### src/rtl/cdp1802_dma_out_responder_if.sv
// Memory-bus and video-side signals of the CDP1802 DMA-out responder.
// master = responder, slave = memory plus video block.
interface cdp1802_dma_out_responder_if #(
    parameter int ADDR_W = 16
);
    logic [ADDR_W-1:0] mem_addr;
    logic              mem_rd;
    logic              mem_ready;
    logic [7:0]        mem_data;
    logic              dma_out_n;
    logic [7:0]        data_out;
    logic              mem_ack;

    modport master (
        output mem_addr,
        output mem_rd,
        output data_out,
        output mem_ack,
        input  mem_ready,
        input  mem_data,
        input  dma_out_n
    );

    modport slave (
        input  mem_addr,
        input  mem_rd,
        input  data_out,
        input  mem_ack,
        output mem_ready,
        output mem_data,
        output dma_out_n
    );
endinterface

### src/rtl/cdp1802_dma_out_responder.sv
// CDP1802 DMA-out responder: steals S2 cycles to feed the Pixie from R0.
// One byte per machine cycle while the request is held, R0 post-increments.
module cdp1802_dma_out_responder #(
    parameter int              ADDR_W   = 16,
    parameter logic [ADDR_W-1:0] R0_RESET = '0,
    parameter int              TIMEOUT  = 15
) (
    input  logic              clk,
    input  logic              reset,
    input  logic              clk_enable,
    input  logic              cpu_boundary,
    input  logic              r0_load,
    input  logic [ADDR_W-1:0] r0_value,
    output logic [ADDR_W-1:0] r0,
    output logic              cpu_hold,
    output logic [1:0]        SC,
    output logic              timeout_err,
    cdp1802_dma_out_responder_if.master bus
);
    localparam int CNT_W = $clog2(TIMEOUT + 1);
    localparam logic [CNT_W-1:0] CNT_LAST = CNT_W'(TIMEOUT - 1);

    typedef enum logic [1:0] {
        IDLE,
        FETCH,
        DONE
    } state_t;

    state_t            state, state_nxt;
    logic [ADDR_W-1:0] r0_nxt;
    logic              hold_nxt;
    logic [1:0]        sc_nxt;
    logic [ADDR_W-1:0] addr_q, addr_nxt;
    logic              rd_q, rd_nxt;
    logic [7:0]        data_q, data_nxt;
    logic              ack_q, ack_nxt;
    logic              terr_nxt;
    logic [CNT_W-1:0]  cnt, cnt_nxt;
    logic              inc;

    always_ff @(posedge clk) begin
        if (reset) begin
            state       <= IDLE;
            r0          <= R0_RESET;
            cpu_hold    <= 1'b0;
            SC          <= 2'b00;
            addr_q      <= '0;
            rd_q        <= 1'b0;
            data_q      <= 8'h00;
            ack_q       <= 1'b0;
            timeout_err <= 1'b0;
            cnt         <= '0;
        end else begin
            state       <= state_nxt;
            r0          <= r0_nxt;
            cpu_hold    <= hold_nxt;
            SC          <= sc_nxt;
            addr_q      <= addr_nxt;
            rd_q        <= rd_nxt;
            data_q      <= data_nxt;
            ack_q       <= ack_nxt;
            timeout_err <= terr_nxt;
            cnt         <= cnt_nxt;
        end
    end

    always_comb begin
        state_nxt = state;
        hold_nxt  = cpu_hold;
        sc_nxt    = SC;
        addr_nxt  = addr_q;
        rd_nxt    = rd_q;
        data_nxt  = data_q;
        ack_nxt   = 1'b0;
        terr_nxt  = timeout_err;
        cnt_nxt   = cnt;
        inc       = 1'b0;
        unique case (state)
            IDLE: begin
                if (clk_enable && cpu_boundary && !bus.dma_out_n) begin
                    hold_nxt  = 1'b1;
                    sc_nxt    = 2'b10;
                    addr_nxt  = r0;
                    rd_nxt    = 1'b1;
                    cnt_nxt   = '0;
                    state_nxt = FETCH;
                end
            end
            FETCH: begin
                // a late mem_ready on the last counted clock still wins
                if (bus.mem_ready) begin
                    data_nxt  = bus.mem_data;
                    ack_nxt   = 1'b1;
                    rd_nxt    = 1'b0;
                    inc       = 1'b1;
                    state_nxt = DONE;
                end else if (cnt == CNT_LAST) begin
                    data_nxt  = 8'h00;
                    ack_nxt   = 1'b1;
                    rd_nxt    = 1'b0;
                    inc       = 1'b1;
                    terr_nxt  = 1'b1;
                    state_nxt = DONE;
                end else begin
                    cnt_nxt = cnt + 1'b1;
                end
            end
            DONE: begin
                if (clk_enable) begin
                    if (!bus.dma_out_n) begin
                        addr_nxt  = r0;
                        rd_nxt    = 1'b1;
                        cnt_nxt   = '0;
                        state_nxt = FETCH;
                    end else begin
                        sc_nxt    = 2'b00;
                        hold_nxt  = 1'b0;
                        state_nxt = IDLE;
                    end
                end
            end
            default: state_nxt = IDLE;
        endcase
        r0_nxt = r0_load ? r0_value : (inc ? r0 + 1'b1 : r0);
    end

    assign bus.mem_addr = addr_q;
    assign bus.mem_rd   = rd_q;
    assign bus.data_out = data_q;
    assign bus.mem_ack  = ack_q;
endmodule

### src/flat_wrapper.sv
// flat-port wrapper written by rule: the top's interface ports become plain ports
module cdp1802_dma_out_responder_flat 
#(
    parameter int              ADDR_W   = 16,
    parameter logic [ADDR_W-1:0] R0_RESET = '0,
    parameter int              TIMEOUT  = 15
)
  (clk, reset, clk_enable, cpu_boundary, r0_load, r0_value, r0, cpu_hold, SC, timeout_err, bus_mem_addr, bus_mem_rd, bus_data_out, bus_mem_ack, bus_mem_ready, bus_mem_data, bus_dma_out_n);
  cdp1802_dma_out_responder_if #(.ADDR_W(ADDR_W)) bus_i ();
  input  logic clk;
  input  logic reset;
  input  logic clk_enable;
  input  logic cpu_boundary;
  input  logic r0_load;
  input  logic [ADDR_W-1:0] r0_value;
  output logic [ADDR_W-1:0] r0;
  output logic cpu_hold;
  output logic [1:0] SC;
  output logic timeout_err;
  output wire logic [$bits(bus_i.mem_addr)-1:0] bus_mem_addr;
  output wire logic [$bits(bus_i.mem_rd)-1:0] bus_mem_rd;
  output wire logic [$bits(bus_i.data_out)-1:0] bus_data_out;
  output wire logic [$bits(bus_i.mem_ack)-1:0] bus_mem_ack;
  input wire logic [$bits(bus_i.mem_ready)-1:0] bus_mem_ready;
  input wire logic [$bits(bus_i.mem_data)-1:0] bus_mem_data;
  input wire logic [$bits(bus_i.dma_out_n)-1:0] bus_dma_out_n;
  assign bus_mem_addr = bus_i.mem_addr;
  assign bus_mem_rd = bus_i.mem_rd;
  assign bus_data_out = bus_i.data_out;
  assign bus_mem_ack = bus_i.mem_ack;
  assign bus_i.mem_ready = bus_mem_ready;
  assign bus_i.mem_data = bus_mem_data;
  assign bus_i.dma_out_n = bus_dma_out_n;
  cdp1802_dma_out_responder #(.ADDR_W(ADDR_W), .R0_RESET(R0_RESET), .TIMEOUT(TIMEOUT)) u_core (.clk(clk), .reset(reset), .clk_enable(clk_enable), .cpu_boundary(cpu_boundary), .r0_load(r0_load), .r0_value(r0_value), .r0(r0), .cpu_hold(cpu_hold), .SC(SC), .timeout_err(timeout_err), .bus(bus_i));
endmodule
### config.mk
export PLATFORM = sky130hd
export DESIGN_NAME = cdp1802_dma_out_responder_flat
export DESIGN_NICKNAME = d
export VERILOG_FILES = /design/src/rtl/cdp1802_dma_out_responder_if.sv /design/src/rtl/cdp1802_dma_out_responder.sv /design/src/flat_wrapper.sv
export SDC_FILE = /design/constraint.sdc
export NUM_CORES = 1
export LEC_CHECK = 0
export BUFFER_PORTS_ARGS = -buffer_cell sky130_fd_sc_hd__buf_4
export CORE_UTILIZATION = 30
export DETAILED_ROUTE_END_ITERATION = 7
export SYNTH_ARGS = -nofsm -noshare
export SYNTH_HDL_FRONTEND = slang
export SYNTH_SLANG_ARGS = --single-unit
### constraint.sdc
create_clock -name clk -period 4.1 [get_ports clk]
set_input_delay 0.82 -clock clk [delete_from_list [all_inputs] [get_ports clk]]
set_output_delay 0.82 -clock clk [all_outputs]
set_load 0.02 [all_outputs]
After elaboration in Yosys (flattened, before gate mapping)
Cells that the tools add are included.

Add/sub/neg operators: 2. Equality and inequality tests: 10. Multiplexer cells: 36. Bitwise gates (word level): 1. Reductions and logical operators: 15.

Operators with widths (number): $mux W16 (5); $pmux W16 S2 (1); $mux W4 (5); $add A16 B1 Y16 const B (1); $mux W8 (2); $mux W2 (7); $pmux W4 S3 (1); $mux W1 (11); $ne A2 B2 Y1 const B (5); $reduce_and A4 Y1 (2); $pmux W2 S3 (1); $reduce_and A3 Y1 (2); $reduce_and A6 Y1 (1); $reduce_bool A2 Y1 (3); $reduce_and A5 Y1 (1); $add A4 B1 Y4 const B (1); $eq A4 B4 Y1 const B (1); $pmux W2 S2 (1); $ne A3 B2 Y1 const B (1); $pmux W1 S3 (1); $reduce_bool A3 Y1 (1); $eq A2 B1 Y1 const B (1); $eq A2 B2 Y1 const B (1); $logic_and A1 B1 Y1 (2); other kinds (6) (6).

Register bits: 52. Output and inout bits: 46. Logic and storage cells: 74.

Depth between registers and ports, before layout
Gate-level depths: netlist of run 1.

Depth after elaboration: 6. Mapped depth: 7. Mapped depth without buffers: 6.

Least setup slack after synthesis of run 1
Ideal clock, no wire load.

Kind: input to register. Start point: in bus_mem_ready. End point: reg u_core.r0[14]. Setup time: 91 ps. Arrival time: 1832 ps. Data required time: 4009 ps. Path slack: 2177 ps. Stages: 4. Buffers on the path: 0. Path through: a31o_2 nand4_1 or4_1 a311oi_1.

Longest elaborated chain between the ends: 3.

Ends and longest elaborated chain: from (decl) (RTL line flat_wrapper.sv:24) `input wire logic [$bits(bus_i.mem_ready)-1:0] bus_mem_ready;`; $mux W1 (RTL line cdp1802_dma_out_responder.sv:91) `if (bus.mem_ready) begin`; $mux W1 (RTL line cdp1802_dma_out_responder.sv:78) `unique case (state)`; $reduce_bool A2 Y1 (no source line); to (signal assigned) (RTL line cdp1802_dma_out_responder.sv:55) `r0 <= r0_nxt;`; to (decl) (RTL line cdp1802_dma_out_responder.sv:14) `output logic [ADDR_W-1:0] r0,`.

Every way passes these cells. A chain may end at the register's enable or synchronous reset.

Final worst setup path of run 1
Start point: reg u_core.cnt[0]. End point: reg u_core.r0[13].

Longest elaborated chain between the ends: 5.

Ends and longest elaborated chain: from (decl) (RTL line cdp1802_dma_out_responder.sv:38) `logic [CNT_W-1:0] cnt, cnt_nxt;`; from (signal assigned) (RTL line cdp1802_dma_out_responder.sv:63) `cnt <= cnt_nxt;`; $eq A4 B4 Y1 (RTL line cdp1802_dma_out_responder.sv:97) `end else if (cnt == CNT_LAST) begin`; $mux W1 (RTL line cdp1802_dma_out_responder.sv:97); $mux W1 (RTL line cdp1802_dma_out_responder.sv:91); $mux W1 (RTL line cdp1802_dma_out_responder.sv:78); $reduce_bool A2 Y1 (no source line).

Every way passes these cells.

==> key figures, run 1 <==
Detailed routing
  – Remaining antenna violation count: 0
  – Avg Vias per Cell: 4.84
  – DRC viols: 0
  – Starting DRC count in detailed routing: 97
  – DR WL/cell: 13.1 µm
  – DR pass1 iterations: 4
  – Via Count: 2043
  – Routed WL: 5520 µm

Hold path
  – Worst Hold Class: reg2reg

Logic synthesis
  – Sequential area share after synthesis: 45.3%
  – Syn_area_per_cell: 8.53 µm²
  – Number of synthesized register bits: 50
  – Top cell type's share of synthesized area: 45.3%
  – Synthesized Nets: 293
  – Largest cells by area after synthesis: dfxtp_1 (45%), nand2_1 (6.8%), a21oi_1 (5.4%)
  – Count leader, synth: dfxtp_1
  – Mapped Area: 2210 µm²
  – Cells after synthesis: 259
  – Area leader, netlist: dfxtp_1
  – Synth async-reset ratio: 0%
  – Synth warn: 0
  – Top FF cell, synth: dfxtp_1
  – Synth cell types: 47
  – Post-synth EDFFs: 0
  – Top post-synthesis cells by count: dfxtp_1 (50), nand2_1 (40), nor2_1 (28), a21oi_1 (24)

Worst setup path
  – Kind of critical path: reg2reg
  – Number of buffers and inverters on the critical path: 1
  – Reg-to-reg slack, setup: 1990 ps
  – Worst path cell trace: inv_1, ha_1, a31oi_1, nand4bb_1, or3_1, a311oi_1
  – Slowest CP cell: nand4bb_1
  – Cell family with most CP delay: simple AND/OR/NAND/NOR gates
  – Crit start category: flip-flop
  – Delay of the slowest critical-path stage: 490 ps
  – Critical path required time: 4310 ps
  – Critical-path maximum fanout: 9
  – CP Capture Type: flip-flop
  – Worst EP arrival: 2320 ps

Run status
  – Run status: completed

Clock network
  – Post-CTS Resized: 0
  – Post-CTS Hold Fix Bufs: 0
  – Reg clk slew, reported paths: 90 ps
  – CTS max path bufs: 2
  – CTS tree: built
  – CTS buffer count: 5
  – Postcts setup bufs: 0
  – H-tree depth reported by CTS: 2
  – Later-pin clock latency in the skew report: 300 ps
  – Clock sink total: 50
  – Root Driver: clkbuf_8

Power
  – Worst vdd ir: 0.129 mV
  – Overall power: 971 µW
  – Leakage: 1.14 nW
  – Pwr per Cell Area: 335 nW/µm²

STA
  – Slew Viols, Final: 0
  – Final worst path period share: 51.5%
  – Max Freq: 474 MHz
  – Count of final setup violators: 0
  – Hold_ws: 458 ps
  – RSZ-0062 raised after global routing: false
  – Max_slew headroom: 56.3%
  – Post-route minimum period: 2110 ps
  – Layout Skew: 5.67 ps
  – Final worst slack: 1990 ps
  – Slew at the pin with the worst max-slew slack: 652 ps
  – Final Hold Vio Count: 0
  – Setup TNS: 0 ps

Global routing
  – Vias in the first global route: 1795
  – GRT Total Usage: 14.8%
  – Initial antenna violation count: 0
  – First-pass GRT wire length: 8850 µm
  – Remaining Overflow, GRT: 0
  – Largest net degree at the start of global routing: 45

Die
  – I/O pins: 77
  – Die Wd: 87.8 µm
  – Starting Density: 31.8%
  – Die area: 7710 µm²
  – Vert. Die Dim: 87.8 µm
  – # rows: 30
  – Core Box Area: 6940 µm²

Placement
  – Hpwl dp: 3920 µm
  – Port bufs: 75
  – Routability Congestion: 0.763
  – Dpl ws: 1720 ps

Final layout
  – # diodes: 0
  – Final nets: 359
  – Ratio of cells with drive above 1 in the final layout: 27.9%
  – Area growth from synthesis to layout: 31.1%

Run
  – Max-Cap Viols: 0
==> flip-flops by register name, indices dropped and copies added, names as in the netlist <==
signal	count
u_core.bus.mem_addr	16
u_core.bus.mem_rd	1
u_core.bus.data_out	8
u_core.r0	16
u_core.bus.mem_ack	1
u_core.state	2
u_core.SC	1
u_core.timeout_err	1
u_core.cnt	4
==> layout make-up <==
cell class | count | area [µm²]
repair buffers | 75 | 563
clock buffers | 6 | 82.6
clock inverters | 2 | 12.5
multi-input cells | 187 | 1090
flip-flops and latches | 50 | 1000
well taps | 96 | 120
fillers | 744 | 4050
inverters | 6 | 22.5
==> worst reg2reg max path, delay by kind of cell (launching register included) <==
kind | cells | cell delay [ps]
compound gates | 2 | 460
buf+inv | 1 | 90
flops | 1 | 340
simple gates | 2 | 930
fa+ha+maj | 1 | 210
==> metal layers <==
metal	track usage, %	up-vias	part of all wire (%)	wire length, µm
met4	4.47	0	0.80	44
met2	23.9	47	48	2640
li1	-	1046	-	-
met3	3.68	4	5.2	288
met1	19.6	946	46	2550
met5	0	-	0	0
==> through the flow <==
step                      area (µm²)  std cells  util (%)
final                           2900        422      41.7
after global routing            2900        422      41.7
after CTS                       2900        422      41.7
after detailed placement        2800        414      40.3
after global placement          2800        414      40.3
after floorplan                 2210        259         -
==> cell families (layout without fill, tap and decap cells) <==
group | count (synthesis) | count (layout) | synth area share, %
AO/OA/AOI/OAI | 60 | 60 | 17.8
XOR/XNOR | 9 | 9 | 3.57
adder cells (fa/ha/maj) | 3 | 3 | 1.70
buffers and inverters | 22 | 89 | 5.16
flip-flops | 50 | 50 | 45.3
multiplexers | 1 | 1 | 0.453
other | 1 | 1 | 0.170
AND/OR/NAND/NOR | 113 | 113 | 25.8
==> where the power goes <==
part / switching, mW / internal (mW) / leakage, nW / total, mW
sequential: 0.0274 / 0.505 / 0.408 / 0.532
combinational: 0.0747 / 0.0645 / 0.688 / 0.139
clock: 0.164 / 0.136 / 0.0472 / 0.300
==> placed cells by master, fill, tap and decap left out, types with 6 or more instances in the layout <==
cell type	instances
a211oi_1	8
a21oi_1	24
nand2_1	40
a22oi_1	8
nor3_1	6
nor2_1	28
clkbuf_8	6
buf_4	75
nand3_1	9
dfxtp_1	50
==> worst paths after layout <==
kind                                                           start                                    to  cells past startpoint
worst min-delay path            u_core.bus.mem_addr[14]$_SDFFE_PP0P_  u_core.bus.mem_addr[14]$_SDFFE_PP0P_                      2
worst max register to register            u_core.cnt[0]$_SDFFE_PP0P_            u_core.r0[13]$_SDFFE_PP0P_                      6
worst max-delay path                      u_core.cnt[0]$_SDFFE_PP0P_            u_core.r0[13]$_SDFFE_PP0P_                      6
worst min register to register  u_core.bus.mem_addr[14]$_SDFFE_PP0P_  u_core.bus.mem_addr[14]$_SDFFE_PP0P_                      2
No activity file was read; power rests on OpenSTA's default activity.
==> run 2: changes to the inputs <==
--- a/config.mk
+++ b/config.mk
@@ -5,6 +5,7 @@
 export SDC_FILE = /design/constraint.sdc
 export NUM_CORES = 1
 export LEC_CHECK = 0
+export ABC_AREA = 1
 export BUFFER_PORTS_ARGS = -buffer_cell sky130_fd_sc_hd__buf_4
 export CORE_UTILIZATION = 30
 export DETAILED_ROUTE_END_ITERATION = 7
==> constraint.sdc (replaced) <==
create_clock -name clk -period 2.2 [get_ports clk]
set_input_delay 0.44 -clock clk [delete_from_list [all_inputs] [get_ports clk]]
set_output_delay 0.44 -clock clk [all_outputs]
set_load 0.02 [all_outputs]
==> key figures, run 2 <==
Detailed routing
  – DR pass1 iterations: 4 (unchanged)
  – Avg Vias per Cell: 4.72 (-2.5%)
  – Max Used Layer: met4
  – Via Count: 2402 (+18%)
  – DRC viols: 0 (unchanged)
  – Routed wl met3: 384 µm (+33%)
  – Wl on met1: 3050 µm (+20%)
  – WL met2: 3140 µm (+19%)
  – Remaining antenna violation count: 0 (unchanged)
  – DR WL/cell: 13.0 µm (-0.50%)
  – Starting DRC count in detailed routing: 103 (+6.2%)
  – Routed WL: 6630 µm (+20%)

Logic synthesis
  – Synth async-reset ratio: 0% (unchanged)
  – Number of synthesized register bits: 50 (unchanged)
  – Simple-gate area share of the yosys netlist: 31.1% (+5.4 points)
  – Sequential area share after synthesis: 39.8% (-5.5 points)
  – Synth cell types: 35 (-26%)
  – Synth Area in Adders: 1.49% (-0.21 points)
  – Top FF cell, synth: dfxtp_1
  – Largest family of logic cells by synthesized area: simple AND/OR/NAND/NOR gates
  – Syn_area_per_cell: 7.51 µm² (-12%)
  – Largest cells by area after synthesis: dfxtp_1 (40%), nand2_1 (12%), nand3_1 (6.8%)
  – Count leader, synth: nand2_1
  – Top post-synthesis cells by count: nand2_1 (81), dfxtp_1 (50), nand3_1 (34), a21oi_1 (33), nor2_1 (26)
  – Post-synth EDFFs: 0 (unchanged)
  – Mapped Area: 2510 µm² (+14%)
  – Synth Area in XOR/XNOR: 2.09% (-1.5 points)
  – Multiplexer share of the synthesized area: 0% (-0.45 points)
  – Top cell type's share of synthesized area: 39.8% (-5.5 points)
  – Synthesized Nets: 369 (+26%)
  – Area leader, netlist: dfxtp_1
  – Compound-Gate Fraction of Synth Area: 16.6% (-1.3 points)
  – Cells after synthesis: 335 (+29%)
  – Synth warn: 0 (unchanged)

Worst setup path
  – Reg-to-reg endpoint: u_core.r0[11]$_SDFFE_PP0P_
  – R2R Path Start: u_core.cnt[0]$_SDFFE_PP0P_
  – Worst EP arrival: 2020 ps (-300 ps)
  – Reg-to-reg slack, setup: 430 ps (-1560 ps)
  – Critical path required time: 2450 ps (-1860 ps)
  – CP Capture Type: flip-flop
  – Crit start category: flip-flop
  – Worst setup path start: u_core.cnt[0]$_SDFFE_PP0P_
  – Worst R2R Path Depth: 10 (+4)
  – Kind of critical path: reg2reg
  – Critical-path maximum fanout: 12 (+3)
  – Worst setup path end: u_core.r0[11]$_SDFFE_PP0P_

Die
  – Starting Density: 30.8% (-1.0 points)
  – Core Box Area: 8180 µm² (+18%)
  – I/O pins: 77 (unchanged)
  – Vert. Die Dim: 93.6 µm (+6.6%)
  – Die area: 8750 µm² (+14%)
  – # rows: 33 (+10%)
  – Die Wd: 93.6 µm (+6.6%)

Final layout
  – Ratio of cells with drive above 1 in the final layout: 30.2% (+2.3 points)
  – Area growth from synthesis to layout: 27.8%
  – Final nets: 437 (+22%)
  – Commonest non-fill, non-tap cell in the layout: nand2_1
  – Commonest non-fill, non-tap cells in the layout: nand2_1 (81), buf_4 (80), dfxtp_1 (50), nand3_1 (34), a21oi_1 (33)
  – Layout Cells excl Fill: 509 (+21%)
  – Core Util, Final: 39.3% (-2.4 points)
  – # diodes: 0 (unchanged)
  – Post-route cell area: 3210 µm² (+11%)

Placement
  – Routability Congestion: 0.854 (+12%)
  – Cells after DPL: 501 (+21%)
  – Hpwl dp: 4920 µm (+25%)
  – Dpl ws: 430 ps (-1290 ps)
  – Port bufs: 75 (unchanged)
  – Post-DP Area: 3120 µm² (+11%)

Clock network
  – H-tree depth reported by CTS: 2 (unchanged)
  – CTS buffer count: 5 (unchanged)
  – Later-pin clock latency in the skew report: 310 ps (about the same)
  – Clock sink total: 50 (unchanged)
  – CTS max path bufs: 2 (unchanged)
  – Root Driver: clkbuf_8
  – Post-CTS Hold Fix Bufs: 0 (unchanged)
  – Post-CTS Resized: 0 (unchanged)
  – CTS tree: built
  – Reg clk slew, reported paths: 100 ps (about the same)
  – Postcts setup bufs: 0 (unchanged)

STA
  – Max_slew headroom: 66.5% (+10 points)
  – Max Freq: 565 MHz (+19%)
  – Slew Viols, Final: 0 (unchanged)
  – Layout Skew: 10.4 ps (+4.73 ps)
  – Final worst slack: 431 ps (-1560 ps)
  – Setup TNS: 0 ps (unchanged)
  – Hold_ws: 375 ps (-83.1 ps)
  – Final worst path period share: 80.4% (+29 points)
  – RSZ-0062 raised after global routing: false
  – Post-route minimum period: 1770 ps (-342 ps)
  – Count of final setup violators: 0 (unchanged)
  – Final Hold Vio Count: 0 (unchanged)
  – Slew at the pin with the worst max-slew slack: 502 ps (-150 ps)

Run status
  – Run status: completed

Global routing
  – Largest net degree at the start of global routing: 39 (-13%)
  – Vias in the first global route: 2165 (+21%)
  – GRT Total Usage: 15.7% (+0.82 points)
  – Remaining Overflow, GRT: 0 (unchanged)
  – Initial antenna violation count: 0 (unchanged)
  – First-pass GRT wire length: 10700 µm (+21%)

Hold path
  – Worst Hold Class: in2reg

Run
  – Max-Cap Viols: 0 (unchanged)

Power
  – Pwr per Cell Area: 609 nW/µm² (+82%)
  – Worst vdd ir: 0.222 mV (+72%)
  – Overall power: 1.96 mW (+100%)
  – Leakage: 1.27 nW (+11%)
run 2: how the worst min path moves through the flow:
stage / start / endpoint / cells past startpoint / slack [ps]
floorplan: u_core.cnt[3]$_SDFFE_PP0P_ / u_core.cnt[3]$_SDFFE_PP0P_ / 2 / 470
global placement: u_core.bus.data_out[4]$_SDFFE_PP0P_ / u_core.bus.data_out[4]$_SDFFE_PP0P_ / 2 / 450
detailed placement: u_core.bus.data_out[5]$_SDFFE_PP0P_ / u_core.bus.data_out[5]$_SDFFE_PP0P_ / 2 / 460
CTS: bus_mem_data[6] / u_core.bus.data_out[6]$_SDFFE_PP0P_ / 3 / 360
global route: bus_mem_data[3] / u_core.bus.data_out[3]$_SDFFE_PP0P_ / 3 / 370
finish: bus_mem_data[6] / u_core.bus.data_out[6]$_SDFFE_PP0P_ / 3 / 380
run 2: report_power, final:
group	internal [mW]	switching [mW]
registers	0.950	0.0570
logic	0.154	0.221
clock network	0.236	0.340
total	1.34	0.618
run 2: worst max-delay path: stages (launching register included):
cell	delay, ps
dfxtp_1	340
inv_1	80
ha_1	200
nand3_1	120
nand2_1	180
nand2_2	230
buf_4	230
nand3_1	90
nand2_1	70
inv_1	40
a21oi_1	120
run 2: cells by family after synthesis:
family,count (synthesis)
buf+inv,42
compound gates,69
xor+xnor,6
other cells,1
simple gates,164
flops,50
fa+ha+maj,3
run 2: per-layer routing:
layer | vias up | track usage (%)
li1 | 1232 | -
met1 | 1089 | 21.1
met3 | 5 | 3.01
met4 | 0 | 5.26
met5 | - | 0
met2 | 76 | 24.9
run 2: final cells by class:
class	count	area, µm²
tap	105	131
multi-input combinational	243	1290
fill	867	4960
timing repair buffer	80	601
clock buffer	5	68.8
clock inverter	3	28.8
sequential	50	1000
inverter	23	88.8
==> run 3: changes to the inputs <==
--- a/config.mk
+++ b/config.mk
@@ -5,7 +5,7 @@
 export SDC_FILE = /design/constraint.sdc
 export NUM_CORES = 1
 export LEC_CHECK = 0
-export ABC_AREA = 1
+export ABC_AREA = 0
 export BUFFER_PORTS_ARGS = -buffer_cell sky130_fd_sc_hd__buf_4
 export CORE_UTILIZATION = 30
 export DETAILED_ROUTE_END_ITERATION = 7
==> constraint.sdc (replaced) <==
create_clock -name clk -period 1.54 [get_ports clk]
set_input_delay 0.308 -clock clk [delete_from_list [all_inputs] [get_ports clk]]
set_output_delay 0.308 -clock clk [all_outputs]
set_load 0.02 [all_outputs]
==> key figures, run 3 (synthesized netlist as in run 1, its figures left out) <==
STA
  – RSZ-0062 raised after global routing: true
  – Layout Skew: 4.06 ps (-6.34 ps)
  – Max Freq: 616 MHz (+8.9%)
  – Count of final setup violators: 7 (+7)
  – Post-route minimum period: 1620 ps (-145 ps)
  – Final worst path period share: 105% (+25 points)
  – Final worst slack: -84.1 ps (-515 ps)
  – Final Hold Vio Count: 0 (unchanged)
  – Slew Viols, Final: 0 (unchanged)

Global routing
  – GRT Total Usage: 15.5% (-0.18 points)
  – GRT Max-Usage Layer: met2
  – Met2 Use GR: 26.6% (+1.7 points)
  – Vias in the first global route: 2066 (-4.6%)
  – Initial antenna violation count: 0 (unchanged)
  – Largest net degree at the start of global routing: 42 (+7.7%)
  – Met1 Track Usage GR: 19.8% (-1.4 points)
  – Met3 Resource Use GR: 3.02% (+0.0079 points)
  – First-pass GRT wire length: 9360 µm (-12%)
  – Remaining Overflow, GRT: 0 (unchanged)

Hold path
  – Worst hold start: reset
  – Worst Hold Class: in2reg

Placement
  – Dpl ws: -86.3 ps (-516 ps)
  – Hpwl dp: 4250 µm (-14%)
  – Routability Congestion: 0.770 (-9.9%)
  – Cells after DPL: 453 (-9.6%)
  – Port bufs: 75 (unchanged)

Die
  – Core Box Area: 6940 µm² (-15%)
  – # rows: 30 (-9.1%)
  – Starting Density: 31.8% (+1.0 points)
  – I/O pins: 77 (unchanged)
  – Die area: 7710 µm² (-12%)
  – Die Wd: 87.8 µm (-6.2%)
  – Vert. Die Dim: 87.8 µm (-6.2%)

Worst setup path
  – R2R Path Start: u_core.cnt[0]$_SDFFE_PP0P_
  – Worst EP arrival: 1860 ps (-160 ps)
  – Kind of critical path: reg2reg
  – Crit start category: flip-flop
  – Worst setup path end: u_core.r0[15]$_SDFFE_PP0P_
  – Reg-to-reg endpoint: u_core.r0[15]$_SDFFE_PP0P_
  – Reg-to-reg slack, setup: -80 ps (-520 ps)
  – CP Capture Type: flip-flop
  – Worst setup path start: u_core.cnt[0]$_SDFFE_PP0P_
  – Worst R2R Path Depth: 7 (-3)
  – Critical-path maximum fanout: 5 (-7)
  – Critical path required time: 1770 ps (-680 ps)

Final layout
  – Commonest non-fill, non-tap cells in the layout: buf_4 (119), nand2_1 (39), dfxtp_1 (35), nor2_1 (28), a21oi_1 (24)
  – Final nets: 405 (-7.3%)
  – Layout Cells excl Fill: 468 (-8.1%)
  – Register area: 1020 µm² (+2.4%)
  – Area growth from synthesis to layout: 54.4%
  – Fill cells: 677 (-22%)
  – Commonest non-fill, non-tap cell in the layout: buf_4
  – # diodes: 0 (unchanged)
  – Ratio of cells with drive above 1 in the final layout: 44.4% (+14 points)
  – Area occupied by multi-input gates: 1220 µm² (-5.4%)

Detailed routing
  – DR WL/cell: 12.6 µm (-3.2%)
  – Via Count: 2215 (-7.8%)
  – DRC viols: 0 (unchanged)
  – Routed WL: 5900 µm (-11%)
  – DR pass1 iterations: 6 (+2)
  – Remaining antenna violation count: 0 (unchanged)
  – Starting DRC count in detailed routing: 77 (-25%)
  – Avg Vias per Cell: 4.73 (+0.29%)

Clock network
  – Later-pin clock latency in the skew report: 300 ps (about the same)
  – H-tree depth reported by CTS: 2 (unchanged)
  – CTS buffer count: 5 (unchanged)
  – Reg clk slew, reported paths: 90 ps (about the same)
  – Post-CTS Hold Fix Bufs: 0 (unchanged)
  – Root Driver: clkbuf_8
  – Clock sink total: 50 (unchanged)
  – CTS tree: built
  – CTS max path bufs: 2 (unchanged)

Power
  – Leakage: 1.40 nW (+11%)
  – Pwr per Cell Area: 807 nW/µm² (+32%)
  – Worst vdd ir: 0.378 mV (+71%)

Run
  – Max-Cap Viols: 0 (unchanged)

Run status
  – Failing checks: negative setup slack
  – Run status: complete, but fails checks
==> run 3: cell types whose count changed in the layout (fill, tap and decap cells not counted), sizes merged, moves of 4 or more <==
| cell | before | now |
|---|---|---|
| inv | 24 | 6 |
| nor3 | 1 | 6 |
| nand3 | 45 | 9 |
| a211oi | 1 | 8 |
| a22oi | 0 | 8 |
| a21oi | 44 | 24 |
| buf | 80 | 121 |
| o21bai | 4 | 0 |
| o21ai | 18 | 4 |
| nand2 | 85 | 40 |
==> run 3: worst max-delay path, cell delays in order, from the launching register on <==
cell       delay [ps]
dfxtp_2           340
inv_2              70
ha_4              150
a31oi_4            90
nand4bb_4         220
buf_6             140
or4_1             400
a31oi_1           160
==> run 3: where the power goes <==
group          leakage [nW]  switching [mW]  internal (mW)
clock network        0.0539           0.439          0.421
registers             0.414          0.0420           1.35
logic                 0.936           0.257          0.246
total                  1.40           0.739           2.01
==> run 3: how the worst min path moves through the flow <==
stage,end,slack (ps),cells past startpoint
final,u_core.r0[8]$_SDFFE_PP0P_,190,2
after global routing,u_core.r0[8]$_SDFFE_PP0P_,180,2
after CTS,u_core.r0[8]$_SDFFE_PP0P_,180,2
after detailed placement,u_core.bus.mem_addr[6]$_SDFFE_PP0P_,450,2
after global placement,u_core.bus.mem_addr[15]$_SDFFE_PP0P_,440,2
after floorplan,u_core.bus.data_out[0]$_SDFFE_PP0P_,460,2
==> run 3: metal layers <==
metal / wire [µm] / part of all wire (%) / vias to the layer above
met4: 54 / 0.92 / 0
met3: 254 / 4.3 / 6
li1: - / - / 1136
met5: 0 / 0 / -
met2: 2890 / 49 / 50
met1: 2700 / 46 / 1023
==> run 3: timing repair <==
action / in CTS / in global routing
gates resized for setup: 6 / 11
pin swaps: 4 / 4
gates cloned: 1 / 0
setup endpoints to repair: 7 / 27
buffers inserted: 5 / 1
==> run 3: cell type report <==
| type | count | share of cell area, % |
|---|---|---|
| Multi-Input combinational cell | 187 | 35.9 |
| Sequential cell | 50 | 30.0 |
| Timing Repair Buffer | 121 | 26.9 |
| Tap cell | 96 | 3.52 |
| Clock buffer | 7 | 2.86 |
| Inverter | 6 | 0.660 |
| Clock inverter | 1 | 0.183 |
==> run 3: metrics by stage <==
| stage | TNS [ps] | total power [mW] | hold slack (ps) | instance area, µm² | utilization [%] |
|---|---|---|---|---|---|
| after floorplan | -76.7 | 1.66 | 456 | 2270 | - |
| after global routing | -871 | 2.89 | 185 | 3410 | 49.1 |
| final | -268 | 2.75 | 186 | 3410 | 49.1 |
| after detailed placement | -335 | 1.90 | 448 | 3150 | 45.4 |
| after global placement | -102 | 1.90 | 442 | 3150 | 45.4 |
| after CTS | -418 | 2.78 | 182 | 3340 | 48.0 |
